==> config.mk <==
export PLATFORM = sky130hd
export DESIGN_NAME = fetch_stage
export DESIGN_NICKNAME = d
export VERILOG_FILES = /design/src/rtl/fetch_stage.sv
export SDC_FILE = /design/constraint.sdc
export NUM_CORES = 1
export LEC_CHECK = 0
export ABC_AREA = 1
export ABC_CLOCK_PERIOD_IN_PS = 1810
export CORE_ASPECT_RATIO = 0.8
export CORE_MARGIN = 8
export CORE_UTILIZATION = 65
export CTS_BUF_LIST = sky130_fd_sc_hd__clkbuf_4
export DETAILED_ROUTE_END_ITERATION = 10
export DONT_BUFFER_PORTS = 1
export PLACE_DENSITY = 0.93
export SLEW_MARGIN = 20
export SYNTH_ARGS = -nofsm -noshare
export SYNTH_HDL_FRONTEND = slang
export SYNTH_SLANG_ARGS = --single-unit
==> constraint.sdc <==
create_clock -name clk -period 1.81 [get_ports clk]
set_clock_uncertainty 0.15 [all_clocks]
set_input_delay 0.2715 -clock clk [delete_from_list [all_inputs] [get_ports clk]]
set_output_delay 0.2715 -clock clk [all_outputs]
set_load 0.005 [all_outputs]
==> src/rtl/fetch_stage.sv <==
`default_nettype none
// ============================================================================
// Module   : fetch_stage
// Purpose  : RISC-V instruction-fetch stage. Owns the PC, fetches one 32-bit
//            instruction at a time over a req/gnt/rvalid instruction-memory
//            port, and presents instruction, PC and PC+4 to decode. Applies
//            execute-stage redirects and discards fetches made stale by them.
// Ports    : clk, reset (async, active-low)
//            StallF, PCSrcE, PCTargetE          - hazard / redirect controls
//            imem_req_o, imem_addr_o            - fetch request
//            imem_gnt_i, imem_rvalid_i,
//            imem_rdata_i                       - memory grant / response
//            instr_o, pcf_o, pc_plus_o,
//            instr_valid_o, fetch_busy_o        - to decode / hazard unit
// Revision : 1.0 - initial release
// ============================================================================
module fetch_stage #(
  parameter logic [31:0] RESET_PC  = 32'h0000_0000,
  parameter logic [31:0] NOP_INSTR = 32'h0000_0013
) (
  input  logic        clk,
  input  logic        reset,
  input  logic        StallF,
  input  logic        PCSrcE,
  input  logic [31:0] PCTargetE,
  output logic        imem_req_o,
  output logic [31:0] imem_addr_o,
  input  logic        imem_gnt_i,
  input  logic        imem_rvalid_i,
  input  logic [31:0] imem_rdata_i,
  output logic [31:0] instr_o,
  output logic [31:0] pcf_o,
  output logic [31:0] pc_plus_o,
  output logic        instr_valid_o,
  output logic        fetch_busy_o
);

  localparam logic [1:0] S_REQ  = 2'd0;
  localparam logic [1:0] S_WAIT = 2'd1;
  localparam logic [1:0] S_HOLD = 2'd2;

  logic [1:0]  state_q, state_d;
  logic [31:0] pc_q, pc_d;
  logic [31:0] instr_q, instr_d;
  logic        kill_q, kill_d;
  // Low for the first cycle after reset release so that no request is issued
  // (and no grant accepted) before the first rising edge out of reset.
  logic        live_q, live_d;

  logic [31:0] redirect_pc;
  logic        req_live;
  logic        granted;
  logic        unused_target_lsbs;

  assign redirect_pc        = {PCTargetE[31:2], 2'b00};
  assign unused_target_lsbs = ^PCTargetE[1:0];
  assign req_live           = (state_q == S_REQ) && live_q;
  assign granted            = req_live && imem_gnt_i;

  // --------------------------------------------------------------------------
  // State register
  // --------------------------------------------------------------------------
  always_ff @(posedge clk or negedge reset) begin
    if (!reset) begin
      state_q <= S_REQ;
    end else begin
      state_q <= state_d;
    end
  end

  // --------------------------------------------------------------------------
  // Next-state logic
  // --------------------------------------------------------------------------
  always_comb begin
    state_d = state_q;
    unique case (state_q)
      S_REQ: begin
        if (granted) state_d = S_WAIT;
      end
      S_WAIT: begin
        // A redirect arriving with the response makes it stale just like kill.
        if (imem_rvalid_i) state_d = (kill_q || PCSrcE) ? S_REQ : S_HOLD;
      end
      S_HOLD: begin
        if (PCSrcE || !StallF) state_d = S_REQ;
      end
      default: state_d = S_REQ;
    endcase
  end

  // --------------------------------------------------------------------------
  // Datapath registers: PC, held instruction, kill flag, live flag
  // --------------------------------------------------------------------------
  always_ff @(posedge clk or negedge reset) begin
    if (!reset) begin
      pc_q    <= RESET_PC;
      instr_q <= NOP_INSTR;
      kill_q  <= 1'b0;
      live_q  <= 1'b0;
    end else begin
      pc_q    <= pc_d;
      instr_q <= instr_d;
      kill_q  <= kill_d;
      live_q  <= live_d;
    end
  end

  always_comb begin
    pc_d    = pc_q;
    instr_d = instr_q;
    kill_d  = kill_q;
    live_d  = 1'b1;

    // Redirect wins over both the stall and the normal sequential advance.
    if (PCSrcE) begin
      pc_d = redirect_pc;
    end else if ((state_q == S_HOLD) && !StallF) begin
      pc_d = pc_q + 32'd4;
    end

    unique case (state_q)
      S_REQ: begin
        // Granted in the redirect cycle: the response will be for the old PC.
        if (granted) kill_d = PCSrcE;
      end
      S_WAIT: begin
        if (imem_rvalid_i) begin
          kill_d = 1'b0;
          if (!kill_q && !PCSrcE) instr_d = imem_rdata_i;
        end else if (PCSrcE) begin
          kill_d = 1'b1;
        end
      end
      S_HOLD: begin
        if (PCSrcE) instr_d = NOP_INSTR;
      end
      default: begin
        kill_d = 1'b0;
      end
    endcase
  end

  // --------------------------------------------------------------------------
  // Output logic (registered state only)
  // --------------------------------------------------------------------------
  always_comb begin
    imem_req_o    = req_live;
    imem_addr_o   = pc_q;
    pcf_o         = pc_q;
    pc_plus_o     = pc_q + 32'd4;
    instr_valid_o = (state_q == S_HOLD);
    instr_o       = (state_q == S_HOLD) ? instr_q : NOP_INSTR;
    fetch_busy_o  = (state_q != S_HOLD);
  end

endmodule
`default_nettype wire

==> flow_summary.toml, run 1 <==
[sta]
crit_endpoint = "pc_plus_o[14]"
worstEpCategory = "output port"

[synthesis]
synthAdderAreaFrac_pct = 0.301
yosysTopAreaCellShare_pct = 38.0
avgSynthCellArea_um2 = 6.83
seq_area_frac_synth_pct = 39.8
synth_top_family_by_area = "simple AND/OR/NAND/NOR gates"
synthDistinctLibCells = 26
yosys.area_share.xor_xnor_pct = 3.16
synth_area_um2 = 4150
ys_warn_count = 0
synthCells = 608
ys_ff_latch = 66
muxShareOfSynthArea_pct = 0
synth_compound_area_share_pct = 7.80
synth.area.top_cells = "dfrtp_1 38%, nand2_1 20%, inv_1 8.0%"
synth_top_area_cell = "dfrtp_1"
synth-simple-area-share_pct = 31.5

[cts]
clk_path_buf_depth = 2
h-tree-depth = 3
cts_buffers = 9
cts_root_buffer = "clkbuf_4"
clock-sinks = 66

[run_status]
stop_error = "[ERROR DPL-0038] Utilization greater than 100%, impossible to legalize"
haltStage = "global routing"
status = "stopped before the end"

[grt]
grt_max_degree = 67

[placement]
io_buffers = 0
place_congestion = 0.906
hpwl_mm = 8.69

[floorplanning]
pin_count = 201
die_y_um = 87.5
die_x_um = 105
num_rows = 26
start_util_pct = 66.2
## Yosys cell counts, drive strengths merged
master,n
o211ai,2
nand2,226
nand3,19
nor2,77
o21ai,44
xor2,15
nor3b,1
a21oi,4
and2,2
conb,2
a31oi,3
o31ai,1
clkbuf,6
dfstp,3
dfrtp,63
inv,91
buf,48
ha,1
## metrics by stage
stage	instances	hold WS [ns]	setup WS [ns]	area [um^2]	util [%]
floorplan	613	-0.174	0.0946	4170	-
global placement	680	-0.172	0.0180	4220	67.3
detailed placement	680	-0.172	-0.0194	4220	67.3
CTS	787	-0.654	-0.463	5800	92.4
## cell families after synthesis
group	count (synthesis)
AND/OR/NAND/NOR	325
buffers and inverters	145
flip-flops	66
AO/OA/AOI/OAI	54
XOR/XNOR	15
other	2
adder cells (fa/ha/maj)	1
## repair_timing
item | in CTS
endpoints found under the hold margin | 131
resized for setup | 134
hold buffers | 66
pin swaps | 17
cloned | 4
buffers inserted | 21
endpoints found under the setup margin | 61
==> inputs of run 2 (changes only) <==
- CORE_ASPECT_RATIO: 0.8 -> not set
- CORE_UTILIZATION: 65 -> 40
- CTS_BUF_LIST: sky130_fd_sc_hd__clkbuf_4 -> not set
- PLACE_DENSITY: 0.93 -> not set
- PLACE_DENSITY_LB_ADDON: not set -> 0.15
==> flow_summary.toml, run 2 <==
[placement]
post-place-ws_ns = -0.0576
hpwl_mm = 9.01
place_congestion = 0.816
io_buffers = 0
placed_cell_area_um2 = 4370

[setup_path]
crit_slowest_cell = "dfrtp_1"
worst_setup_path_end_kind = "output port"
critical_path_arrival_ns = 1.68
worstPathCellList = "ha_2 -> nand2_2 -> nor2_4 -> nand2_4 -> nor2_4 -> xor2_1 -> buf_4"
crit_family = "simple AND/OR/NAND/NOR gates"
cpMostUsedCell = "nor2_4"
crit_required_ns = 1.39
critPathMaxFanout = 3
path_buf_inv = 1
crit_path_max_incr_delay_ns = 0.36
criticalPathCategory = "flop to output port"
setup.worst_path.start_class = "flop"

[sta]
hold_viol_final = 66
final_max_slew_viol_count = 0
rsz0062_at_grt = "true"
hold_ws_ns = -0.544
timing.fmax_ghz = 0.475
finalSetupViolations = 55
timing.final.crit_share_pct = 116
fin_ws_ns = -0.295
period_minus_slack_ns = 2.10

[synthesis]
synth_most_common_cell = "nand2_1"
ys_warn_count = 0
ys_ff_latch = 66
synth_top_area_cell = "dfrtp_1"
synth_area_um2 = 4150
synth_edf_count = 0
synthArstFlopShare_pct = 100
yosys_most_used_dff = "dfrtp_1"
synthDistinctLibCells = 26
yosysTopAreaCellShare_pct = 38.0
synthCells = 608
synth.area.top_cells = "dfrtp_1 38%, nand2_1 20%, inv_1 8.0%"
seq_area_frac_synth_pct = 39.8
avgSynthCellArea_um2 = 6.83
synthTopCellsByCount = "224 x nand2_1, 88 x inv_1, 67 x nor2_1"

[finish]
area_delta_synth_final_pct = 48.1
regArea_um2 = 1660
finalInstanceArea_um2 = 6150
diodes = 0
post-route-util_pct = 60.4
final_cell_mix = "202 x nand2_1, 85 x inv_1, 65 x dlygate4sd3_1, 61 x dfrtp_1, 52 x buf_4"
drive_gt1_share_pct = 30.4
fin_nets = 779
layout_commonest_cell = "nand2_1"
fillers = 860
largest_register_ffs = 32
multi_input_area_um2 = 2370
max_flop_register = "instr_q"

[run_status]
status = "finished with violations"
violations = "negative hold slack, negative setup slack"

[routing]
detail_route.wl_per_cell_um = 17.3
final_antenna_net_count = 0
drt_pass1_iterations = 4
finalWirelength_mm = 14.6
first_iter_violations = 131
vias = 4081
drc = 0
vias_per_cell = 4.81

[cts]
clk_path_buf_depth = 2
cts_buffers = 9
hold_buffers = 66
h-tree-depth = 3
clk_latency_ns = 0.35
clock-sinks = 66
cts_root_buffer = "clkbuf_8"
clkTransAtPathRegs_ns = 0.08
cts_tree = "yes"

[floorplanning]
pin_count = 201
coreArea_um2 = 10200
die_x_um = 118
die_y_um = 118
start_util_pct = 40.8
dieArea_um2 = 13900
num_rows = 37

[grt]
track_usage_pct = 20.5
grt_max_degree = 67
antenna_found_initial = 0
overflow = 0
grt_pass1_wl_mm = 22.9
grt_pass1_vias = 4419

[power_and_ir_drop]
total_power_uw = 4790
powerDensity_nw_per_um2 = 778
p_leak_uw = 0.00285
ir_worst_vdd_v = 0.000577

[worst_hold_path]
worstHoldPathType = "input pin to async pin"

[flow_run]
cap_violations = 0
[run 2: cell counts after synthesis]
No cell type changed its count.
[run 2: per-stage QoR]
| step | instances | TNS [ns] |
|---|---|---|
| after floorplan | 613 | 0 |
| after global routing | 849 | -14.54 |
| after CTS | 838 | -7.66 |
| final | 849 | -8.62 |
| after detailed placement | 740 | -0.129 |
| after global placement | 740 | -0.0482 |
[run 2: metal layers]
layer	GRT usage (%)	share of wire (%)	wire (um)	up-vias
li1	-	-	-	1966
met1	22.0	39	5660	1922
met2	35.3	52	7580	168
met3	7.53	7.7	1140	25
met4	9.61	1.8	270	0
met5	0	0	0	-
[run 2: path summary, 6_finish.rpt]
| check | startpoint | endpoint | slack, ns | depth (start not counted) |
|---|---|---|---|---|
| setup reg to reg | state_q[1] | instr_q[29] | 0.01 | 8 |
| hold reg to reg | instr_q[1] | instr_q[1] | 0.33 | 2 |
| setup / recovery | imem_addr_o[2] | pc_plus_o[14] | -0.29 | 7 |
| hold / removal | reset | imem_addr_o[9] | -0.54 | 0 |
| min in group clk | PCSrcE | state_q[1] | 0.09 | 2 |
| max in group asynchronous | reset | instr_q[0] | 1.86 | 0 |
[run 2: area by class of cell]
type | count | area share [%]
clock buffer | 11 | 2.30
clock inverter | 5 | 0.488
inverter | 91 | 5.73
multi-input combinational | 402 | 38.6
sequential | 66 | 26.9
tap | 136 | 2.77
timing repair buffer | 138 | 23.2
[run 2: cell families (layout without fill, tap and decap cells)]
| logic type | Yosys count | after routing | share of synthesized area [%] |
|---|---|---|---|
| AO/OA/AOI/OAI | 54 | 54 | 7.80 |
| XOR/XNOR | 15 | 15 | 3.16 |
| adder cells (fa/ha/maj) | 1 | 1 | 0.301 |
| buffers and inverters | 145 | 245 | 17.2 |
| flip-flops | 66 | 66 | 39.8 |
| other | 2 | 7 | 0.181 |
| AND/OR/NAND/NOR | 325 | 325 | 31.5 |
[run 2: power by group]
group / total (uW) / internal [uW] / switching [uW] / leakage (uW)
sequential: 1980 / 1810 / 164 / 0.000824
combinational: 1670 / 694 / 980 / 0.00194
clock: 1130 / 527 / 606 / 0.0000851
[run 2: what timing repair did]
| action | CTS | global route |
|---|---|---|
| setup endpoints to repair | 54 | 90 |
| gates resized for setup | 113 | 69 |
| gates cloned | 4 | 3 |
| pin swaps | 16 | 21 |
| buffers inserted | 13 | 12 |
| endpoints found under the hold margin | 131 | 66 |
Power figures use the tool's default switching activity.
